[src/rtl/vga_timing_pkg.sv]
// Shared VGA raster timing (640x480@60 defaults).
// Renderers and sprite units import this so visible bounds agree.
package vga_timing_pkg;

  localparam int H_VISIBLE = 640;
  localparam int H_FRONT   = 16;
  localparam int H_SYNC    = 96;
  localparam int H_BACK    = 48;
  localparam int H_TOTAL   = H_VISIBLE + H_FRONT + H_SYNC + H_BACK;

  localparam int V_VISIBLE = 480;
  localparam int V_FRONT   = 10;
  localparam int V_SYNC    = 2;
  localparam int V_BACK    = 33;
  localparam int V_TOTAL   = V_VISIBLE + V_FRONT + V_SYNC + V_BACK;

  localparam logic SYNC_ACTIVE = 1'b0;

  // True when lo <= v < lo+len
  function automatic logic in_win(
    input logic [9:0] v,
    input int         lo,
    input int         len
  );
    return (v >= 10'(lo)) && (v < 10'(lo + len));
  endfunction

endpackage

[src/rtl/vga_timing_gen.sv]
// VGA raster generator: pixel divider, X/Y counters, and a registered
// sync/blank/strobe bank decoded from the next coordinates.
module vga_timing_gen
  import vga_timing_pkg::*;
#(
  parameter int CLK_DIV   = 2,
  parameter int H_VISIBLE = vga_timing_pkg::H_VISIBLE,
  parameter int H_FRONT   = vga_timing_pkg::H_FRONT,
  parameter int H_SYNC    = vga_timing_pkg::H_SYNC,
  parameter int H_BACK    = vga_timing_pkg::H_BACK,
  parameter int V_VISIBLE = vga_timing_pkg::V_VISIBLE,
  parameter int V_FRONT   = vga_timing_pkg::V_FRONT,
  parameter int V_SYNC    = vga_timing_pkg::V_SYNC,
  parameter int V_BACK    = vga_timing_pkg::V_BACK
) (
  input  logic       Clk,
  input  logic       Reset,
  output logic       pixel_clk,
  output logic       pix_en,
  output logic       hs,
  output logic       vs,
  output logic       blank,
  output logic       sync,
  output logic [9:0] DrawX,
  output logic [9:0] DrawY,
  output logic       frame_start,
  output logic       vblank_start
);

  localparam int H_TOT = H_VISIBLE + H_FRONT + H_SYNC + H_BACK;
  localparam int V_TOT = V_VISIBLE + V_FRONT + V_SYNC + V_BACK;
  localparam logic [1:0] DIV_MAX  = 2'(CLK_DIV - 1);
  localparam logic [1:0] DIV_HALF = 2'(CLK_DIV / 2);

  logic [1:0] r_div;
  logic       r_pclk;
  logic       r_pen;
  logic [9:0] r_x;
  logic [9:0] r_y;
  logic       r_hs;
  logic       r_vs;
  logic       r_blank;
  logic       r_fs;
  logic       r_vbs;

  logic [1:0] w_div_nxt;
  logic [9:0] w_x_nxt;
  logic [9:0] w_y_nxt;

  assign w_div_nxt = (r_div == DIV_MAX) ? 2'd0 : r_div + 2'd1;

  always_comb begin
    w_x_nxt = r_x + 10'd1;
    w_y_nxt = r_y;
    if (r_x == 10'(H_TOT - 1)) begin
      w_x_nxt = '0;
      if (r_y == 10'(V_TOT - 1)) w_y_nxt = '0;
      else w_y_nxt = r_y + 10'd1;
    end
  end

  always_ff @(posedge Clk or posedge Reset) begin
    if (Reset) begin
      r_div   <= '0;
      r_pclk  <= 1'b0;
      r_pen   <= 1'b0;
      r_x     <= '0;
      r_y     <= '0;
      r_hs    <= ~SYNC_ACTIVE;
      r_vs    <= ~SYNC_ACTIVE;
      r_blank <= 1'b0;
      r_fs    <= 1'b0;
      r_vbs   <= 1'b0;
    end else begin
      r_div  <= w_div_nxt;
      r_pclk <= (w_div_nxt >= DIV_HALF);
      r_pen  <= (r_div == DIV_MAX);
      // Decode from next coordinates so outputs move with DrawX/DrawY
      if (r_pen) begin
        r_x     <= w_x_nxt;
        r_y     <= w_y_nxt;
        r_hs    <= in_win(w_x_nxt, H_VISIBLE + H_FRONT, H_SYNC) ?
                   SYNC_ACTIVE : ~SYNC_ACTIVE;
        r_vs    <= in_win(w_y_nxt, V_VISIBLE + V_FRONT, V_SYNC) ?
                   SYNC_ACTIVE : ~SYNC_ACTIVE;
        r_blank <= (w_x_nxt < 10'(H_VISIBLE)) &&
                   (w_y_nxt < 10'(V_VISIBLE));
        r_fs    <= (w_x_nxt == 10'd0) && (w_y_nxt == 10'd0);
        r_vbs   <= (w_x_nxt == 10'd0) &&
                   (w_y_nxt == 10'(V_VISIBLE));
      end
    end
  end

  assign pixel_clk    = r_pclk;
  assign pix_en       = r_pen;
  assign hs           = r_hs;
  assign vs           = r_vs;
  assign blank        = r_blank;
  assign sync         = 1'b0;
  assign DrawX        = r_x;
  assign DrawY        = r_y;
  assign frame_start  = r_fs;
  assign vblank_start = r_vbs;

endmodule
[config.mk]
export PLATFORM = sky130hd
export DESIGN_NAME = vga_timing_gen
export DESIGN_NICKNAME = d
export VERILOG_FILES = /design/src/rtl/vga_timing_pkg.sv /design/src/rtl/vga_timing_gen.sv
export SDC_FILE = /design/constraint.sdc
export NUM_CORES = 1
export LEC_CHECK = 0
export CAP_MARGIN = 10
export CORE_UTILIZATION = 38
export DETAILED_ROUTE_END_ITERATION = 8
export DONT_BUFFER_PORTS = 1
export GPL_TIMING_DRIVEN = 0
export PLACE_DENSITY = 0.63
export SETUP_SLACK_MARGIN = 0.15
export SLEW_MARGIN = 20
export SYNTH_ARGS = -nofsm -noshare
export SYNTH_HDL_FRONTEND = slang
export SYNTH_SLANG_ARGS = --single-unit
[constraint.sdc]
create_clock -name Clk -period 2.4 [get_ports Clk]
set_input_delay 0.24 -clock Clk [delete_from_list [all_inputs] [get_ports Clk]]
set_output_delay 0.24 -clock Clk [all_outputs]
set_load 0.02 [all_outputs]
==> results.md, run 1 <==
- The post-placement cell area is 1940 um2.
- STA classifies the critical path endpoint as a flip-flop.
- The number of failing hold endpoints at the final stage is 0.
- The post-detailed-route count of antenna-violating nets is 0.
- The clock passes through at most 2 buffers.
- In the global route stage, overall resource usage came out at 18.8%.
- Measured on the finished design, the core utilization comes to 50.8%.
- In the synthesized netlist, the number of instances is 203.
- Counting flops with a built-in enable in the synthesized netlist gives 0.
- The startpoint type of the worst setup path is a flip-flop.
- The via count of the first global-routing pass is 1511.
- The netlist area before placement is 1830 um2.
- The switching share of power is 21.1%.
- Counting distinct cell types in the post-synthesis netlist gives 52.
- The initial antenna violation count is 0.
- The arrival time reported for the critical path endpoint is 2590 ps.
- The routed design has 4.57 mm of wire.
- In this run the tool buffered the top-level ports with 0 buffer cells.
- The detailed-route vias per instance is 5.80.
- Leaving out filler cells and counting taps, the final layout contains 280.
- The max-slew violation total from the final report came to 0.
- The power spent charging and discharging nets is 0.000194 W.
- The number of warnings issued by yosys is 0.
- 30 I/O pins were placed.
- In this run, the number of DRC markers left after iteration 0 of detailed routing was 96.
- The H-tree was split into 2 levels.
- The final RePlAce weighted congestion is 0.844.
- The number of detailed-routing iterations run before antenna repair is 6.
- The run finished, with violations left.
- The cell sitting at the root of the clock tree is a sky130_fd_sc_hd__clkbuf_8.
- For the final routed database, the setup TNS stands at 0 ps.
- In the synthesized netlist the async set-or-reset flop fraction comes to 100%.
- Derived from the worst setup path, the maximum achievable clock frequency is 418 MHz.
- The final antenna diode count is 0.
- The post-synthesis area per instance is 9.00 um2.
- In this run, the clock network consumes 45.3% of the power.
- The sequential share of power is 53.2%.
- The cell row count is 24.
- After clock tree synthesis, the clock-pin slew on the worst setup and hold paths is 70 ps.
- After layout, the worst path uses 99.7% of the clock period.
- In this run the power density over the cells is 404 nW/um2.
- The leakage dissipation is 0.898 nW.
- The synthesized design contains 29 register bits.
- The worst setup path is of the flip-flop to flip-flop kind.
- The number of placed instances, taps included is 255.
- At the later pin of the worst-skew pair, clock insertion delay measures 280 ps.
- STA puts the critical path data required time at 2600 ps.
- The minimum clock period after layout is 2390 ps.
- The clock skew is 7.98 ps.
- The die is 71.4 um tall.
- The internal power component is 0.000725 W.
- TritonCTS created 5 clock buffers.
- The number of design rule violations left after detail routing is 2.
- The relative slew slack is 58.4%.
- For the pin with the worst max-slew slack, the measured transition is 623 ps.
- The initial utilization of the core area, before any placement, comes to 40.9%.
- The register area share after synthesis is 39.8%.
- The synthesized net count is 208.
- CTS saw 29 sinks.
- After routing the design area is 2270 um2.
- The dominant synthesized flop cell is sky130_fd_sc_hd__dfrtp_1.
- The TritonCTS clock tree is done.
- Of all nets on the critical path, the largest fanout is 5.
- The pin count of the biggest net entering global routing is 30.
- Of the cells placed in the final design, the portion with a size suffix greater than 1 is 32.5%.
- The reg-to-reg setup timing slack is 7 ps.
- The type of the most critical hold path is flip-flop to flip-flop.
- The floorplan step defined a core boundary enclosing 4470 um2.
- Across the VDD grid, the largest voltage drop is 0.218 mV.
- The HPWL after detailed placement is 2.94 mm.
- The tool flagged a number of max-cap violations equal to 0.
- In this run the horizontal extent of the chip is 71.4 um.
- The die covers 5090 um2.
- The final layout net count is 232.
- The final reports fail on DRC.
- The area growth from synthesis to layout is 24.3%.
- The global-route congestion overflow total is 0.
- The first global-routing pass estimated 7.36 mm of wire.
- The per-cell routed wire length is 16.3 um.
- Setup repair after global routing could not meet its margin everywhere.
- The setup-violating endpoint count in the final report is 0.
- The via count of the routed design is 1625.
- Combinational logic burns 1.5% of the power.
-- synthesized netlist by cell type, drive strengths merged (2+ instances only) --
| cell type | count | area share (%) |
|---|---|---|
| dfrtp | 27 | 37 |
| nand3 | 15 | 4.8 |
| o21ai | 14 | 3.8 |
| inv | 13 | 2.7 |
| nand2 | 13 | 2.7 |
| nor2 | 13 | 2.7 |
| xnor2 | 12 | 5.7 |
| buf | 9 | 3.1 |
| a21oi | 7 | 1.9 |
| clkbuf | 7 | 1.4 |
| a31oi | 6 | 2.1 |
| and3 | 6 | 2.1 |
| nand4 | 6 | 2.1 |
| nor3 | 4 | 1.7 |
| ha | 3 | 2.1 |
| nor4 | 3 | 1.0 |
| o31ai | 3 | 1.2 |
| xor2 | 3 | 1.4 |
| and2 | 2 | 0.68 |
| and4 | 2 | 0.96 |
| dfstp | 2 | 2.9 |
| mux2 | 2 | 1.2 |
| mux2i | 2 | 1.1 |
| nand2b | 2 | 0.68 |
| nor2b | 2 | 0.68 |
| o211ai | 2 | 0.82 |
| o21a | 2 | 0.82 |
| o22ai | 2 | 0.68 |
| o32a | 2 | 1.1 |
| or4 | 2 | 1.0 |
-- per-layer routing --
| metal | vias to the layer above | part of all wire (%) | global-route usage (%) |
|---|---|---|---|
| li1 | 776 | - | - |
| met1 | 801 | 45 | 25.0 |
| met2 | 41 | 47 | 27.9 |
| met3 | 7 | 6.0 | 6.33 |
| met4 | 0 | 1.5 | 8.44 |
| met5 | - | 0 | 0 |
-- state kept, by name, summed over array words and instances, names as in the netlist --
name and count:
hs 1, DrawX 10, pix_en 1, DrawY 10, vs 1, pixel_clk 1, blank 1, frame_start 1
vblank_start 1, r_div 2
-- power by group through the flow --
stage | Clock, W | Sequential (W) | Combinational, W
after floorplan | 0 | 0.000498 | 0.00000980
after detailed placement | 0 | 0.000498 | 0.0000136
after global routing | 0.000453 | 0.000488 | 0.0000165
after CTS | 0.000432 | 0.000489 | 0.0000148
after global placement | 0 | 0.000498 | 0.0000128
final | 0.000416 | 0.000489 | 0.0000137
-- critical path: stages (launching register included) --
cell and delay (ps):
sky130_fd_sc_hd__dfrtp_2 460, sky130_fd_sc_hd__buf_6 140, sky130_fd_sc_hd__nor4b_4 270, sky130_fd_sc_hd__buf_4 170
sky130_fd_sc_hd__nand3_4 130, sky130_fd_sc_hd__nor2_1 180, sky130_fd_sc_hd__xnor2_1 110, sky130_fd_sc_hd__or4_4 540
sky130_fd_sc_hd__o32a_1 300
-- final cells by class --
type                            instances  area, um2
Buffer                                 16        131
Clock buffer                            8       90.1
Fill cell                             420       2200
Inverter                               13       48.8
Multi-Input combinational cell        146       1070
Sequential cell                        29        743
Tap cell                               52       65.1
Timing Repair Buffer                   16        128
-- per-stage QoR --
step / setup WS [ps] / power, W / hold WS (ps)
6_report: 7.12 / 0.000919 / 420
5_1_grt: -76.6 / 0.000958 / 467
4_1_cts: -5.87 / 0.000936 / 422
3_5_place_dp: -128 / 0.000511 / 253
3_3_place_gp: -109 / 0.000511 / 415
2_1_floorplan: 153 / 0.000508 / 316
-- repair_timing --
item                                    in CTS  in global routing
pin swaps                                    4                  5
endpoints found under the setup margin       4                  7
buffers inserted                             8                  7
resized for setup                           20                 16
hold buffers                                 1                  0
gates cloned                                 1                  0
hold endpoints to repair                    27                  0
-- worst paths after layout --
| kind | from | to | cells past startpoint |
|---|---|---|---|
| setup / recovery | DrawX[6]$_DFFE_PP0P_ | vs$_DFFE_PP1P_ | 8 |
| hold / removal | r_div[1]$_DFF_PP0_ | pix_en$_DFF_PP0_ | 1 |
| setup reg to reg | DrawX[6]$_DFFE_PP0P_ | vs$_DFFE_PP1P_ | 8 |
| hold reg to reg | r_div[1]$_DFF_PP0_ | pix_en$_DFF_PP0_ | 1 |
| max in group asynchronous | Reset | DrawY[3]$_DFFE_PP0P_ | 2 |
| min in group asynchronous | Reset | DrawX[7]$_DFFE_PP0P_ | 2 |
-- cell families after synthesis --
| kind of cell | Yosys count | share of synthesized area [%] |
|---|---|---|
| multiplexers | 4 | 2.33 |
| buffers and inverters | 29 | 7.26 |
| flip-flops | 29 | 39.8 |
| AND/OR/NAND/NOR | 75 | 24.4 |
| AO/OA/AOI/OAI | 46 | 16.2 |
| XOR/XNOR | 15 | 7.19 |
| adder cells (fa/ha/maj) | 4 | 2.60 |
| other | 1 | 0.205 |
-- cells in the final DEF (no fill, tap or decap), drive strengths merged, types with 3 or more instances in the layout --
cell,Yosys,layout
inv,13,13
ha,3,3
and3,6,6
a31oi,6,6
a21oi,7,7
buf,9,26
nor2,13,13
nand2,13,13
dfrtp,27,27
nor4,3,3
xor2,3,3
xnor2,12,12
o31ai,3,3
clkbuf,7,12
nor3,4,4
nand4,6,6
o21ai,14,14
nand3,15,16
Power figures use the tool's default switching activity.
==> run 2, diff against run 1 <==
--- a/config.mk
+++ b/config.mk
@@ -6,13 +6,13 @@
 export NUM_CORES = 1
 export LEC_CHECK = 0
 export CAP_MARGIN = 10
-export CORE_UTILIZATION = 38
+export CORE_UTILIZATION = 43
 export DETAILED_ROUTE_END_ITERATION = 8
 export DONT_BUFFER_PORTS = 1
 export GPL_TIMING_DRIVEN = 0
-export PLACE_DENSITY = 0.63
+export PLACE_DENSITY = 0.69
 export SETUP_SLACK_MARGIN = 0.15
-export SLEW_MARGIN = 20
+export SLEW_MARGIN = 30
 export SYNTH_ARGS = -nofsm -noshare
 export SYNTH_HDL_FRONTEND = slang
 export SYNTH_SLANG_ARGS = --single-unit
==> results.md, run 2 (synthesis results as in run 1) <==
- The final layout net count is 234.
- The clock tree synthesis step divided the H-tree into 2 levels.
- The max-cap check violation count is 0.
- The worst-case clock buffer depth is 2.
- The floorplan step set the die width to 67.2 um.
- The max-slew violation total from the final report is 0.
- The worst endpoint required time is 2600 ps.
- By startpoint and endpoint, the worst setup path is classified as flip-flop to flip-flop.
- The sum of routed wire length over all layers is 4.43 mm.
- The finished layout holds 280 standard cells, fillers aside.
- The leakage dissipation is 0.901 nW.
- For this run, the slowest stage of the critical path takes 480 ps.
- The worst slack at placement is -86.5 ps.
- The die span in y is 67.2 um.
- Fill cells in the final layout number 377.
- The HPWL after detailed placement is 2.86 mm.
- The commonest non-fill, non-tap cell in the layout is sky130_fd_sc_hd__dfrtp_1.
- The final clock period utilization by the worst path is 101%.
- The setup-violating endpoint count in the final report is 1.
- TritonCTS built the clock tree.
- The number of buffers added by the clock tree synthesis step is 5.
- For this design, the slowest cell found on the critical path is sky130_fd_sc_hd__or4_4.
- The final antenna diode count is 0.
- STA classifies the critical path endpoint as a flip-flop.
- The post-detailed-route count of antenna-violating nets is 0.
- The signal on the critical path passes through clkbuf_2, nand3_1, or3_1, a21oi_2, o211ai_1, or4_4, o32a_1.
- Routability-driven placement finished with a final weighted congestion of 0.826.
- For this block, the initial DRC count from the detailed router was 69.
- The pre-antenna-repair detailed-routing pass consisted of 4 iterations.
- Global routing used 20.4% of the available tracks across all layers.
- The number of placed instances, taps included is 253.
- The post-placement cell area is 1940 um2.
- The destination of the worst register-to-register timing path is vs$_DFFE_PP1P_.
- The startpoint type of the worst setup path is a flip-flop.
- The number of port buffers is 0.
- Along the worst hold path, the cell count comes to 1.
- The number of failing hold endpoints at the final stage came to 0.
- The setup TNS after final layout is -23.1 ps.
- The area of the die is 4520 um2.
- After routing the design area is 2280 um2.
- In this run the worst path has a maximum fanout of 7.
- The type of the most critical hold path is flip-flop to flip-flop.
- Cells fill 56.5% of the core in the end.
- The area growth from synthesis to final layout is 24.5%.
- The start of the worst register-to-register path is DrawY[5]$_DFFE_PP0P_.
- The count of cells along the worst register-to-register path is 7.
- The initial antenna violation count is 0.
- In the layout the commonest cells are 18 x sky130_fd_sc_hd__dfrtp_1, 17 x sky130_fd_sc_hd__buf_4, 13 x sky130_fd_sc_hd__nand3_1.
- The reg-to-reg setup timing slack is -20 ps.
- 30 I/O pins were placed.
- The power density over the cells is 391 nW/um2.
- The launch point of the worst hold path is r_div[1]$_DFF_PP0_.
- The first global-routing pass estimated 6.91 mm of wire.
- The via count of the first global-routing pass is 1467.
- Summing over every cut layer, the via total after detailed routing is 1637.
- The smallest setup slack after layout is -23.1 ps.
- The core region area is 4030 um2.
- In this run the core area contains 23 standard-cell rows.
- The maximum vdd drop is 0.211 mV.
- Broken down by cell family, the worst path's largest delay share belongs to simple AND/OR/NAND/NOR gates.
- In the final layout, the share of cells above drive strength 1 is 32.2%.
- The worst hold path terminates at pix_en$_DFF_PP0_.
- After detailed routing, the average wire length per cell comes to 15.8 um.
- In the routed layout, each cell is associated on average with a via count of 5.85.
- The checks that failed: setup timing.
- Setup repair after global routing could not meet its margin everywhere.
- The arrival time reported for the critical path endpoint is 2620 ps.
- The number of clock sinks is 29.
- The number of design rule violations left after detail routing is 0.
- The routed design could run at a clock period as short as 2420 ps.
- The global-route congestion overflow total is 0.
- The clock skew is 12.2 ps.
- After clock tree synthesis, the clock-pin slew on the worst setup and hold paths is 60 ps.
- The clock root buffer master is sky130_fd_sc_hd__clkbuf_8.
- For the worst-skew pair, the clock arrives at the later sink with an insertion delay of 280 ps.
- The relative slew slack is 59.5%.
- For the pin with the worst max-slew slack, the measured transition is 606 ps.
- The total buffers and inverters traversed by the critical path is 1.
- Timing would allow up to 413 MHz.
- Entering global routing, the biggest net connects 30 pins.
- The initial core utilization is 45.4%.
- The flow ran to the end, but the final reports show violations.
==> run 2: worst max-delay path by stage <==
stage                         start                  endpoint  slack [ps]  depth (start not counted)
4_1_cts        DrawX[5]$_DFFE_PP0P_            vs$_DFFE_PP1P_          10                          8
2_1_floorplan  DrawY[3]$_DFFE_PP0P_            vs$_DFFE_PP1P_         150                          7
3_5_place_dp   DrawY[3]$_DFFE_PP0P_            vs$_DFFE_PP1P_         -90                          7
3_3_place_gp   DrawX[7]$_DFFE_PP0P_  vblank_start$_DFFE_PP0P_         -60                          7
6_report       DrawY[5]$_DFFE_PP0P_            vs$_DFFE_PP1P_         -20                          7
5_1_grt        DrawX[5]$_DFFE_PP0P_            vs$_DFFE_PP1P_        -130                          8
==> run 2: routing by layer <==
metal  GRT usage (%)  up-vias  wire length, um
met1            26.8      790             1950
met2            31.8       50             2130
met3            5.41       14              241
li1                -      783                -
met4            7.98        0              112
met5               0        -                0
==> run 2: worst register-to-register path: cells and delay by family, from the launching register on <==
kind,cells,cell delay (ps)
buf+inv,1,240
simple gates,3,1050
flops,1,450
compound gates,3,600
==> run 2: what timing repair did <==
| action | 4_1_cts | 5_1_grt |
|---|---|---|
| hold buffers | 1 | 0 |
| buffers inserted | 12 | 4 |
| endpoints found under the hold margin | 27 | 0 |
| resized for setup | 20 | 13 |
| cloned | 2 | 0 |
| endpoints found under the setup margin | 5 | 6 |
| pin swaps | 4 | 2 |
==> run 2: stage by stage <==
step,total power (W),hold WS (ps)
detailed placement,0.000511,235
global route,0.000926,441
CTS,0.000902,425
finish,0.000890,420
floorplan,0.000508,316
global placement,0.000510,410
==> run 2: where the power goes <==
| group | leakage (nW) | switching, W | internal (W) |
|---|---|---|---|
| registers | 0.360 | 0 | 0.000489 |
| clock network | 0.0450 | 0.000187 | 0.000201 |
| logic | 0.495 | 0.0000110 | 0.00000233 |
==> run 2: cell type report <==
cell class                 instances  area [um2]  share of cell area [%]
buffer                            16         128                    5.61
multi-input combinational        146        1080                    47.3
sequential                        29         739                    32.5
clock inverter                     2        10.0                   0.440
clock buffer                       6        72.6                    3.19
timing repair buffer              18         139                    6.10
inverter                          13        48.8                    2.14
tap                               50        62.6                    2.75
==> run 3, diff against run 2 <==
--- a/config.mk
+++ b/config.mk
@@ -5,13 +5,16 @@
 export SDC_FILE = /design/constraint.sdc
 export NUM_CORES = 1
 export LEC_CHECK = 0
+export ABC_CLOCK_PERIOD_IN_PS = 2400
 export CAP_MARGIN = 10
+export CELL_PAD_IN_SITES_DETAIL_PLACEMENT = 0
+export CELL_PAD_IN_SITES_GLOBAL_PLACEMENT = 1
 export CORE_UTILIZATION = 43
 export DETAILED_ROUTE_END_ITERATION = 8
 export DONT_BUFFER_PORTS = 1
 export GPL_TIMING_DRIVEN = 0
-export PLACE_DENSITY = 0.69
-export SETUP_SLACK_MARGIN = 0.15
+export PLACE_DENSITY = 0.84
+export SETUP_SLACK_MARGIN = 0.5
 export SLEW_MARGIN = 30
 export SYNTH_ARGS = -nofsm -noshare
 export SYNTH_HDL_FRONTEND = slang
==> results.md, run 3 (synthesis results as in run 1) <==
- The number of design rule violations left after detail routing is 0.
- The global-route congestion overflow total is 0.
- The final instance count without filler cells is 292.
- The endpoint type of the worst setup path is a flip-flop.
- The final clock period utilization by the worst path is 101%.
- Of all nets on the critical path, the largest fanout is 5.
- After layout, the worst setup slack is -16.5 ps.
- The worst endpoint required time is 2610 ps.
- The path class of the tightest hold or removal check is flip-flop to flip-flop.
- The pin count of the biggest net entering global routing is 30.
- The die span in y is 67.2 um.
- The initialized floorplan defines 23 standard-cell rows.
- The power density over the cells is 389 nW/um2.
- The detailed router placed 1706 vias in this run.
- The clock root buffer master is sky130_fd_sc_hd__clkbuf_8.
- The sum of routed wire length over all layers is 4.91 mm.
- The final standard cell area without fillers is 2470 um2.
- Setup repair after global routing could not meet its margin everywhere.
- The depth of the CTS H-tree is 2.
- The total area inside the core boundary comes to 4030 um2.
- The run finished, with violations left.
- The hold-critical path depth is 1.
- The number of I/O pins is 30.
- Once placement finished, the instance area stood at 1950 um2.
- Data arrives at the worst endpoint at 2630 ps.
- The class of the most critical setup path is flip-flop to flip-flop.
- The die is 67.2 um wide.
- The CTS clock-pin slew for the worst setup and hold paths is 70 ps.
- The timing-limited maximum frequency is 414 MHz.
- The max-slew violation total from the final report is 0.
- After detailed placement, the design holds a cell count of 253.
- At the placement stage, the worst setup path has a slack of -132 ps.
- Measured in cells, the most critical reg-to-reg path has a length of 8.
- The global-route usage over all layers is 23.3%.
- The area growth from synthesis to layout is 34.9%.
- The maximum vdd drop is 0.382 mV.
- The leakage dissipation is 0.975 nW.
- The worst setup path is launched from a flip-flop.
- The clock skew is 6.81 ps.
- The proportion of layout cells with a drive suffix above 1 is 40.5%.
- The checks that failed: setup timing.
- After detailed routing, the average wire length per cell comes to 16.8 um.
- The final RePlAce weighted congestion is 0.836.
- Max-cap violations in this run came to 0.
- The library cells used most frequently in the layout, excluding fill and tap cells, are 29 x sky130_fd_sc_hd__buf_4, 17 x sky130_fd_sc_hd__dfrtp_1, 13 x sky130_fd_sc_hd__nand3_1.
- The first global-routing pass estimated 7.73 mm of wire.
- The final cell utilization of the core is 61.2%.
- The final antenna diode count is 0.
- The via count of the first global-routing pass is 1586.
- Measured against its own limit, the worst slew margin works out to 58.3%.
- The commonest non-fill, non-tap cell in the layout is sky130_fd_sc_hd__buf_4.
- The setup TNS after final layout is -21.2 ps.
- The initial antenna violation count is 0.
- The number of port buffers is 0.
- The initial core utilization is 45.4%.
- After legalization and detailed placement, the total HPWL measured 2.92 mm.
- The layout has 349 filler cells.
- The clock latency on the worst-skew pair is 280 ps.
- At the pin with the least slew margin, the transition time is 624 ps.
- The count of nets left with antenna violations once routing finished came out at 0.
- The detailed-route vias per instance is 5.84.
- The number of clock sinks is 29.
- The die covers 4520 um2.
- The number of detailed-routing iterations run before antenna repair is 4.
- The minimum clock period after layout is 2420 ps.
- The number of failing hold endpoints at the final stage was 0.
- Setup violations remaining at the end of the flow were counted as 2.
- The first routing iteration left 119 violations.
- The TritonCTS clock tree is done.
- No sink is reached through more buffers than the 2 on the longest clock path.
- At the end of the flow, the number of nets in the layout was 246.
- TritonCTS created 5 clock buffers.
==> run 3: repair_timing <==
item,CTS,global route
hold buffers,1,0
setup endpoints to repair,15,19
pin swaps,8,11
cloned,1,0
hold endpoints to repair,27,0
resized for setup,30,28
buffers inserted,22,7
==> run 3: worst max-delay path, stage by stage (launching register included) <==
cell	delay, ps
sky130_fd_sc_hd__dfrtp_2	460
sky130_fd_sc_hd__buf_6	150
sky130_fd_sc_hd__nor4b_4	290
sky130_fd_sc_hd__buf_4	180
sky130_fd_sc_hd__nand3_4	130
sky130_fd_sc_hd__nor3_4	200
sky130_fd_sc_hd__xnor2_2	120
sky130_fd_sc_hd__or4_4	520
sky130_fd_sc_hd__o32a_1	300
==> run 3: through the flow <==
| step | total power, W | hold WS, ps |
|---|---|---|
| floorplan | 0.000508 | 316 |
| global placement | 0.000511 | 407 |
| detailed placement | 0.000511 | 251 |
| CTS | 0.000967 | 425 |
| global route | 0.000990 | 436 |
| finish | 0.000959 | 422 |
==> run 3: path summary, 6_finish.rpt <==
check                                           from                    to  slack, ps
max in group asynchronous                      Reset  DrawY[3]$_DFFE_PP0P_       1450
worst max-delay path            DrawX[5]$_DFFE_PP0P_        vs$_DFFE_PP1P_        -20
min in group asynchronous                      Reset  DrawX[4]$_DFFE_PP0P_        490
worst min-delay path              r_div[1]$_DFF_PP0_      pix_en$_DFF_PP0_        420
worst max register to register  DrawX[5]$_DFFE_PP0P_        vs$_DFFE_PP1P_        -20
worst min register to register    r_div[1]$_DFF_PP0_      pix_en$_DFF_PP0_        420
==> run 3: routing by layer <==
metal	part of all wire (%)	vias up	GRT usage, %
li1	-	801	-
met1	43	846	31.2
met5	0	-	0
met2	49	53	36.3
met3	6.7	6	6.42
met4	1.2	0	7.18
==> run 3: power breakdown <==
part / leakage (nW) / internal [W] / switching, W
clock network: 0.0542 / 0.000259 / 0.000197
logic: 0.561 / 0.00000233 / 0.0000113
registers: 0.360 / 0.000489 / 0
total: 0.975 / 0.000750 / 0.000208
==> run 3: area by class of cell <==
class	count	area (um2)	area share [%]
plain buffers	16	133	5.38
clock buffers	7	96.3	3.91
clock inverters	1	5.00	0.203
inverters	13	48.8	1.98
multi-input cells	146	1150	46.6
flip-flops and latches	29	741	30.0
well taps	50	62.6	2.54
repair buffers	30	231	9.39
